## src/rtl/out_logger_pkg.sv

```systemverilog
// Shared defaults and state encoding for the output logger.
package out_logger_pkg;
  localparam int DATA_W_DEF  = 8;
  localparam int DEPTH_DEF   = 8;
  localparam int ENTRY_W_DEF = 2 * DATA_W_DEF;

  // SEED captures the first value after reset; RUN detects changes.
  typedef enum logic {
    SEED = 1'b0,
    RUN  = 1'b1
  } state_t;
endpackage

```

## src/rtl/out_logger_fifo.sv

```systemverilog
// First-word fall-through FIFO; the occupancy count is the only full/empty source.
module sync_fifo #(
  parameter int W     = 16,
  parameter int DEPTH = 8
) (
  input  logic                     clk,
  input  logic                     rst,
  input  logic                     push,
  input  logic                     pop,
  input  logic [W-1:0]             wdata,
  output logic [W-1:0]             rdata,
  output logic                     full,
  output logic                     empty,
  output logic [$clog2(DEPTH):0]   count
);
  localparam int AW = $clog2(DEPTH);
  localparam int CW = AW + 1;

  logic [W-1:0]  r_mem [DEPTH];
  logic [AW-1:0] r_wr_ptr;
  logic [AW-1:0] r_rd_ptr;
  logic [CW-1:0] r_count;
  logic          w_do_push;
  logic          w_do_pop;

  // A pop frees a slot on the same edge, so a full FIFO may still accept.
  always_comb begin
    w_do_pop  = pop && !empty;
    w_do_push = push && (!full || w_do_pop);
  end

  // Storage needs no reset; only pointers and count define validity.
  always_ff @(posedge clk) begin
    if (w_do_push) r_mem[r_wr_ptr] <= wdata;
  end

  // Pointers wrap naturally at DEPTH (power of two); count tracks occupancy.
  always_ff @(posedge clk) begin
    if (rst) begin
      r_wr_ptr <= '0;
      r_rd_ptr <= '0;
      r_count  <= '0;
    end else begin
      if (w_do_push) r_wr_ptr <= r_wr_ptr + AW'(1);
      if (w_do_pop)  r_rd_ptr <= r_rd_ptr + AW'(1);
      case ({w_do_push, w_do_pop})
        2'b10:   r_count <= r_count + CW'(1);
        2'b01:   r_count <= r_count - CW'(1);
        default: r_count <= r_count;
      endcase
    end
  end

  assign rdata = r_mem[r_rd_ptr];
  assign full  = (r_count == CW'(DEPTH));
  assign empty = (r_count == '0);
  assign count = r_count;
endmodule

```

## src/rtl/out_logger.sv

```systemverilog
// Logs every change of the CPU result bus as {address, value} into a FIFO.
module out_logger
  import out_logger_pkg::*;
#(
  parameter int DATA_W = DATA_W_DEF,
  parameter int DEPTH  = DEPTH_DEF
) (
  input  logic                   clk,
  input  logic                   rst,
  input  logic [DATA_W-1:0]      out,
  input  logic [DATA_W-1:0]      addr_out,
  input  logic                   rd_ready,
  output logic                   rd_valid,
  output logic [2*DATA_W-1:0]    rd_data,
  output logic [$clog2(DEPTH):0] count,
  output logic                   full,
  output logic                   empty,
  output logic                   overflow
);
  state_t            r_state;
  state_t            w_state_nxt;
  logic [DATA_W-1:0] r_last_val;
  logic              r_overflow;
  logic              w_push_req;
  logic              w_pop;
  logic              w_full;
  logic              w_empty;

  // State register.
  always_ff @(posedge clk) begin
    if (rst) r_state <= SEED;
    else     r_state <= w_state_nxt;
  end

  // One SEED cycle, then change detection in RUN.
  always_comb begin
    w_state_nxt = r_state;
    w_push_req  = 1'b0;
    case (r_state)
      SEED: w_state_nxt = RUN;
      RUN:  w_push_req  = (out != r_last_val);
      default: w_state_nxt = SEED;
    endcase
  end

  // Reference value follows out on the seed edge and on every change, even dropped ones.
  always_ff @(posedge clk) begin
    if (rst)                              r_last_val <= '0;
    else if (r_state == SEED || w_push_req) r_last_val <= out;
  end

  // Sticky drop flag: a change arrived while full with no pop to make room.
  always_ff @(posedge clk) begin
    if (rst)                                  r_overflow <= 1'b0;
    else if (w_push_req && w_full && !w_pop)  r_overflow <= 1'b1;
  end

  assign w_pop = rd_ready && !w_empty;

  sync_fifo #(
    .W     (2 * DATA_W),
    .DEPTH (DEPTH)
  ) u_fifo (
    .clk   (clk),
    .rst   (rst),
    .push  (w_push_req),
    .pop   (w_pop),
    .wdata ({addr_out, out}),
    .rdata (rd_data),
    .full  (w_full),
    .empty (w_empty),
    .count (count)
  );

  assign rd_valid = !w_empty;
  assign full     = w_full;
  assign empty    = w_empty;
  assign overflow = r_overflow;
endmodule

```

## config.mk

```make
export PLATFORM = sky130hd
export DESIGN_NAME = out_logger
export DESIGN_NICKNAME = d
export VERILOG_FILES = /design/src/rtl/out_logger_pkg.sv /design/src/rtl/out_logger_fifo.sv /design/src/rtl/out_logger.sv
export SDC_FILE = /design/constraint.sdc
export NUM_CORES = 1
export LEC_CHECK = 0
export ABC_CLOCK_PERIOD_IN_PS = 5700
export BUFFER_PORTS_ARGS = -buffer_cell sky130_fd_sc_hd__buf_2
export CORE_MARGIN = 5
export CORE_UTILIZATION = 55
export DETAILED_ROUTE_END_ITERATION = 16
export HOLD_SLACK_MARGIN = 0.15
export MAX_ROUTING_LAYER = met4
export PLACE_DENSITY = 0.72
export SLEW_MARGIN = 20
export SYNTH_ARGS = -nofsm -noshare
export SYNTH_HDL_FRONTEND = slang
export SYNTH_HIERARCHICAL = 1
export SYNTH_SLANG_ARGS = --single-unit
```

## constraint.sdc

```tcl
create_clock -name clk -period 5.7 [get_ports clk]
set_input_delay 0.285 -clock clk [delete_from_list [all_inputs] [get_ports clk]]
set_output_delay 0.285 -clock clk [all_outputs]
set_load 0.03 [all_outputs]
```

After elaboration in Yosys (flattened, before gate mapping)
Memory sizes are Yosys's and may differ from the RTL's. A register that Yosys moved wholly into a read port is not among the register bits.
Index checks and enable logic that the tools add are counted.

cells by class
  $add $sub $neg = 4
  eq/ne operators = 4
  mux-type cells = 7
  bitwise gates (word level) = 1
  reduce and logical (&&, ||, !) cells = 12

operators by type and width
  operator             count
  $ne 8x8->1           1
  $pmux 4 s2           1
  $add 3x1->3 const B  2
  $mux 3               2
  $logic_and 1x1->1    5
  $add 4x1->4 const B  1
  $eq 4x4->1 const B   1
  $logic_not 4->1      1
  $mux 1               4
  $sub 4x1->4 const B  1
  $logic_not 1->1      3
  $eq 2x1->1 const B   1
  $eq 2x2->1 const B   1
  $logic_or 1x1->1     2
  $reduce_bool 2->1    1
  $not 1->1            1

word-level totals
  flip-flop bits (word level) = 20
  memory bits (writable) = 128
  output and inout port bits = 24
  logic and storage cells = 35
  memories = 1

memories
  name          words  bits a word  rd ports  clocked after memory_dff  wr ports  RTL line               RTL
  u_fifo.r_mem  8      16           1         1                         1         out_logger_fifo.sv:19  logic [W-1:0] r_mem [DEPTH];

Logic depth before layout (Yosys ltp)
  depth after elaboration = 8
  mapped depth = 12
  gate-level depth less buffers = 11

Hierarchy
The synthesis kept the hierarchy.

modules (own cells, without submodules)
  module      times used  cells each  area an instance (um^2)
  sync_fifo   1           268         5685.5
  out_logger  1           36          386.6

Worst setup path after synthesis
Ideal clock, no wire load.

  path type = reg-to-reg
  from = register u_fifo.r_count[0] (netlist: u_fifo/count[0])
  to = memory u_fifo.r_mem[0][0] (enable)
  library setup time = 0.430 ns
  data arrival time = 3.344 ns
  required time = 5.270 ns
  setup slack = 1.925 ns
  stages on the path, launching flop included = 8
  path buffers = 1
  cells stage by stage = dfxtp_1 > or3_1 > buf_6 > nor2_1 > nor2b_1 > nand2b_1 > o21ai_4 > nor4_1

between the ends
  word-level cells in the longest chain between the ends = 8

RTL lines
  item                          RTL line               RTL
  from (decl)                   out_logger_fifo.sv:22  logic [CW-1:0] r_count;
  from (signal assigned)        out_logger_fifo.sv:47  2'b10: r_count <= r_count + CW'(1);
  from (signal assigned)        out_logger_fifo.sv:48  2'b01: r_count <= r_count - CW'(1);
  from (signal assigned)        out_logger_fifo.sv:49  default: r_count <= r_count;
  $logic_not 4->1               out_logger_fifo.sv:56  assign empty = (r_count == '0);
  via empty                     out_logger.sv:17       output logic empty,
  $logic_not 1->1               out_logger.sv:58       assign w_pop = rd_ready && !w_empty;
  $logic_and 1x1->1             out_logger.sv:58
  via w_pop                     out_logger.sv:25       logic w_pop;
  $logic_and 1x1->1             out_logger_fifo.sv:28  w_do_pop = pop && !empty;
  $logic_or 1x1->1              out_logger_fifo.sv:29  w_do_push = push && (!full || w_do_pop);
  $logic_and 1x1->1             out_logger_fifo.sv:29
  $mux 1                        out_logger_fifo.sv:34  if (w_do_push) r_mem[r_wr_ptr] <= wdata;
  $mux 1 (not written as such)  out_logger_fifo.sv:34
  to (decl)                     out_logger_fifo.sv:19

The timed path passes the listed nets, and every way through them passes these cells.

Worst setup path in the final report
  from = register u_fifo.r_count[0] (netlist: u_fifo/count[0])
  to = memory u_fifo.r_mem[3][1] (enable)

between the ends
  word-level cells in the longest chain between the ends = 8

RTL lines
  item                          RTL line
  $logic_not 4->1               out_logger_fifo.sv:56
  $logic_not 1->1               out_logger.sv:58
  $logic_and 1x1->1             out_logger.sv:58
  via w_pop                     out_logger.sv:25
  $logic_and 1x1->1             out_logger_fifo.sv:28
  $logic_or 1x1->1              out_logger_fifo.sv:29
  $logic_and 1x1->1             out_logger_fifo.sv:29
  $mux 1                        out_logger_fifo.sv:34
  $mux 1 (not written as such)  out_logger_fifo.sv:34

The timed path passes the listed nets, and every way through them passes these cells.

==> out/qor.txt <==
Hold worst-path end = r_state
Leakage = 2.508 nW
Design Power = 2.946 mW
Worst vdd ir = 0.3229 mV
Max-Slew Margin vs Limit = 0.3331
Pwr/cell area = 412.5 nW/um^2
Final setup margin = 2.538 ns
Fill cell count = 742
Area leader, netlist = edfxtp_1
Initial Util = 0.5601
Fmax = 0.3163 GHz
H-tree lvl count = 4
Unrepaired setup endpoints after global routing = false
Mapped cell area = 6072 sq um
Drt pass-1 iters = 4
CP arrival = 3.38 ns
Post-synthesis net count = 328
Final TNS setup = 0 ns
Post-Route WL = 10.52 mm
Largest cells by area after synthesis = edfxtp_1 63%, mux4_1 12%, dfxtp_1 7.6%
Largest net degree at the start of global routing = 33
# IOs = 43
WHS Path Cells = 2
Antenna viol nets, final = 0
Total gr overflow = 0
Period utilisation layout = 0.5547
Pre-CTS setup slack = 2.558 ns
Chip Width = 115.1 um
Final hold slack = 0.1717 ns
Slew Limit Fails = 0
P&R area growth vs syn = 17.64%
CTS tree = built
DRC = 0
Slew of the pin with the lowest slew margin = 1.000 ns
Commonest non-fill, non-tap cell in the layout = edfxtp_1
Worst-skew pair later-pin latency = 0.51 ns
DR WL/cell = 19.85 um
Worst reg2reg path startpoint = u_fifo/count[0]
Post-route cell area = 7143 sq um
Die Y = 115.1 um
Type of origin of the critical path = flip-flop
Initial antenna violation count = 0
Critical path data required time = 5.92 ns
Count of different cell masters after synthesis = 42
Drt via density = 5.621
Final setup fails = 0
EDFF count, synth = 128
Final hold vios = 0
Total CTS buffers = 17
Port Buffers = 42
Worst reg-to-reg path cell count = 7
Placed Area = 6437 sq um
Max-cap viol count = 0
Fin nets = 401
Ant. Diodes = 0
First-pass GRT wire length = 16.46 mm
Num rows = 38
Status = complete, no violations
Maximum clock insertion buffer count = 2
Layout cells sized above 1 = 0.2872
Clock-pin slew on the worst setup and hold paths = 0.06 ns
Placer congestion estimate = 0.7676
HPWL Detailed = 6.236 mm
Synth Flop Type = edfxtp_1
Syn Area/Cell = 19.97 sq um
Initial drt markers = 135
Final Critical Period = 3.162 ns
Clock sinks = 151
Commonest cells after routing, fill and taps aside = 128 x edfxtp_1, 42 x buf_2, 27 x mux4_1, 22 x dfxtp_1
Gr usage total = 0.1770
Vias = 2,979
Final Skew = 0.009496 ns
HP Class = in -> reg
Via count of the first global-routing pass = 2,987
Yosys reg bits = 151
Crit path max fanout = 9
Hold Startpoint = rst
Flop-to-flop setup slack = 2.54 ns
Top-area cell type share of the netlist area = 0.6330
Register area share after synthesis = 0.7088
Worst Setup End Kind = flip-flop
Area of the core = 10,840 sq um
Synth Instances = 304
Synth async-reset ratio = 0
CTS root buf = clkbuf_8
R2r endpoint = u_fifo/r_mem[3][1]
Crit path kind = reg -> reg
Die area = 13,240 sq um
Warnings, synthesis = 6
==> logic make-up (layout without fill, tap and decap cells) <==
kind of cell	after synthesis	after routing	share of synthesized area
DFF	151	151	0.7088
muxes	51	51	0.1700
and+or+nand+nor	50	50	0.04533
buffers and inverters	18	104	0.02205
xor gates and xnor gates	15	15	0.02164
AOI/OAI and AO/OA	14	14	0.02061
adders and majority gates	5	5	0.01154
==> synth_stat cells, types with 2 or more instances <==
cell type  number
a21oi_1         2
and2_1          2
buf_1           3
buf_12          3
buf_6           2
clkbuf_1        3
dfxtp_1        23
edfxtp_1      128
ha_1            4
inv_1           5
mux2_2         16
mux2i_1         3
mux4_1         27
mux4_2          5
nand2_1         4
nand2b_1        4
nand3_1         2
nor2_1         15
nor2b_1         9
nor3_1          6
nor4_2          2
o211ai_1        3
xnor2_1         3
xor2_1         12
==> worst max path at each step <==
| stage | startpoint | end | slack, ns |
|---|---|---|---|
| final | u_fifo/count[0] | u_fifo/r_mem[3][1] | 2.54 |
| after global routing | u_fifo/count[0] | u_fifo/r_mem[3][15] | 2.37 |
| after floorplan | u_fifo/count[0] | u_fifo/r_mem[0][0] | 1.93 |
| after CTS | u_fifo/count[0] | u_fifo/r_mem[3][1] | 2.56 |
| after global placement | u_fifo/count[0] | u_fifo/r_mem[3][12] | 2.71 |
| after detailed placement | u_fifo/count[1] | u_fifo/r_mem[3][12] | 2.56 |
==> power breakdown <==
group          switching [mW]  internal [mW]
Combinational           0.333          0.260
Sequential             0.0805           1.26
Clock                   0.398          0.612
Total                   0.811           2.14
==> layer usage <==
metal | up-vias | part of all wire | track usage
met4 | 0 | 0.012 | 0.04930
met3 | 11 | 0.034 | 0.05263
met5 | - | 0 | -
met2 | 56 | 0.51 | 0.2828
li1 | 1379 | - | -
met1 | 1533 | 0.44 | 0.2225
==> state kept, by name, summed over array words and instances (netlist names), named ones only <==
signal / flops
u_fifo/r_mem: 128
r_last_val: 8
u_fifo/count: 4
u_fifo/r_rd_ptr: 3
u_fifo/r_wr_ptr: 3
overflow: 1
r_state: 1
==> metrics by stage <==
step | cells | util
final | 530 | 0.6589
after CTS | 530 | 0.6589
after floorplan | 304 | -
after detailed placement | 482 | 0.5938
after global routing | 530 | 0.6589
after global placement | 482 | 0.5938
==> area by class of cell <==
class	count	area, sq um	share of cell area
clock buffer	24	470.5	0.06586
clock inverter	8	75.07	0.01051
inverter	5	18.77	0.002627
multi-input combinational	135	1660	0.2324
sequential	151	4305	0.6027
tap	140	175.2	0.02452
timing repair buffer	67	437.9	0.06131
==> repair_timing <==
action / in CTS / in global routing
hold endpoints to repair: 136 / 0
resized for setup: 0 / 0
hold buffers: 16 / 0
setup buffers: 0 / 0
==> critical path: stages, from the launching register on <==
cell      delay (ns)
dfxtp_1         0.47
or3_1           0.32
nor2_1          0.10
nor2b_1         0.49
nand2b_1        0.27
o21ai_4         0.11
nor3_2          0.78
buf_4           0.32
(Power assumes the default switching activity.)
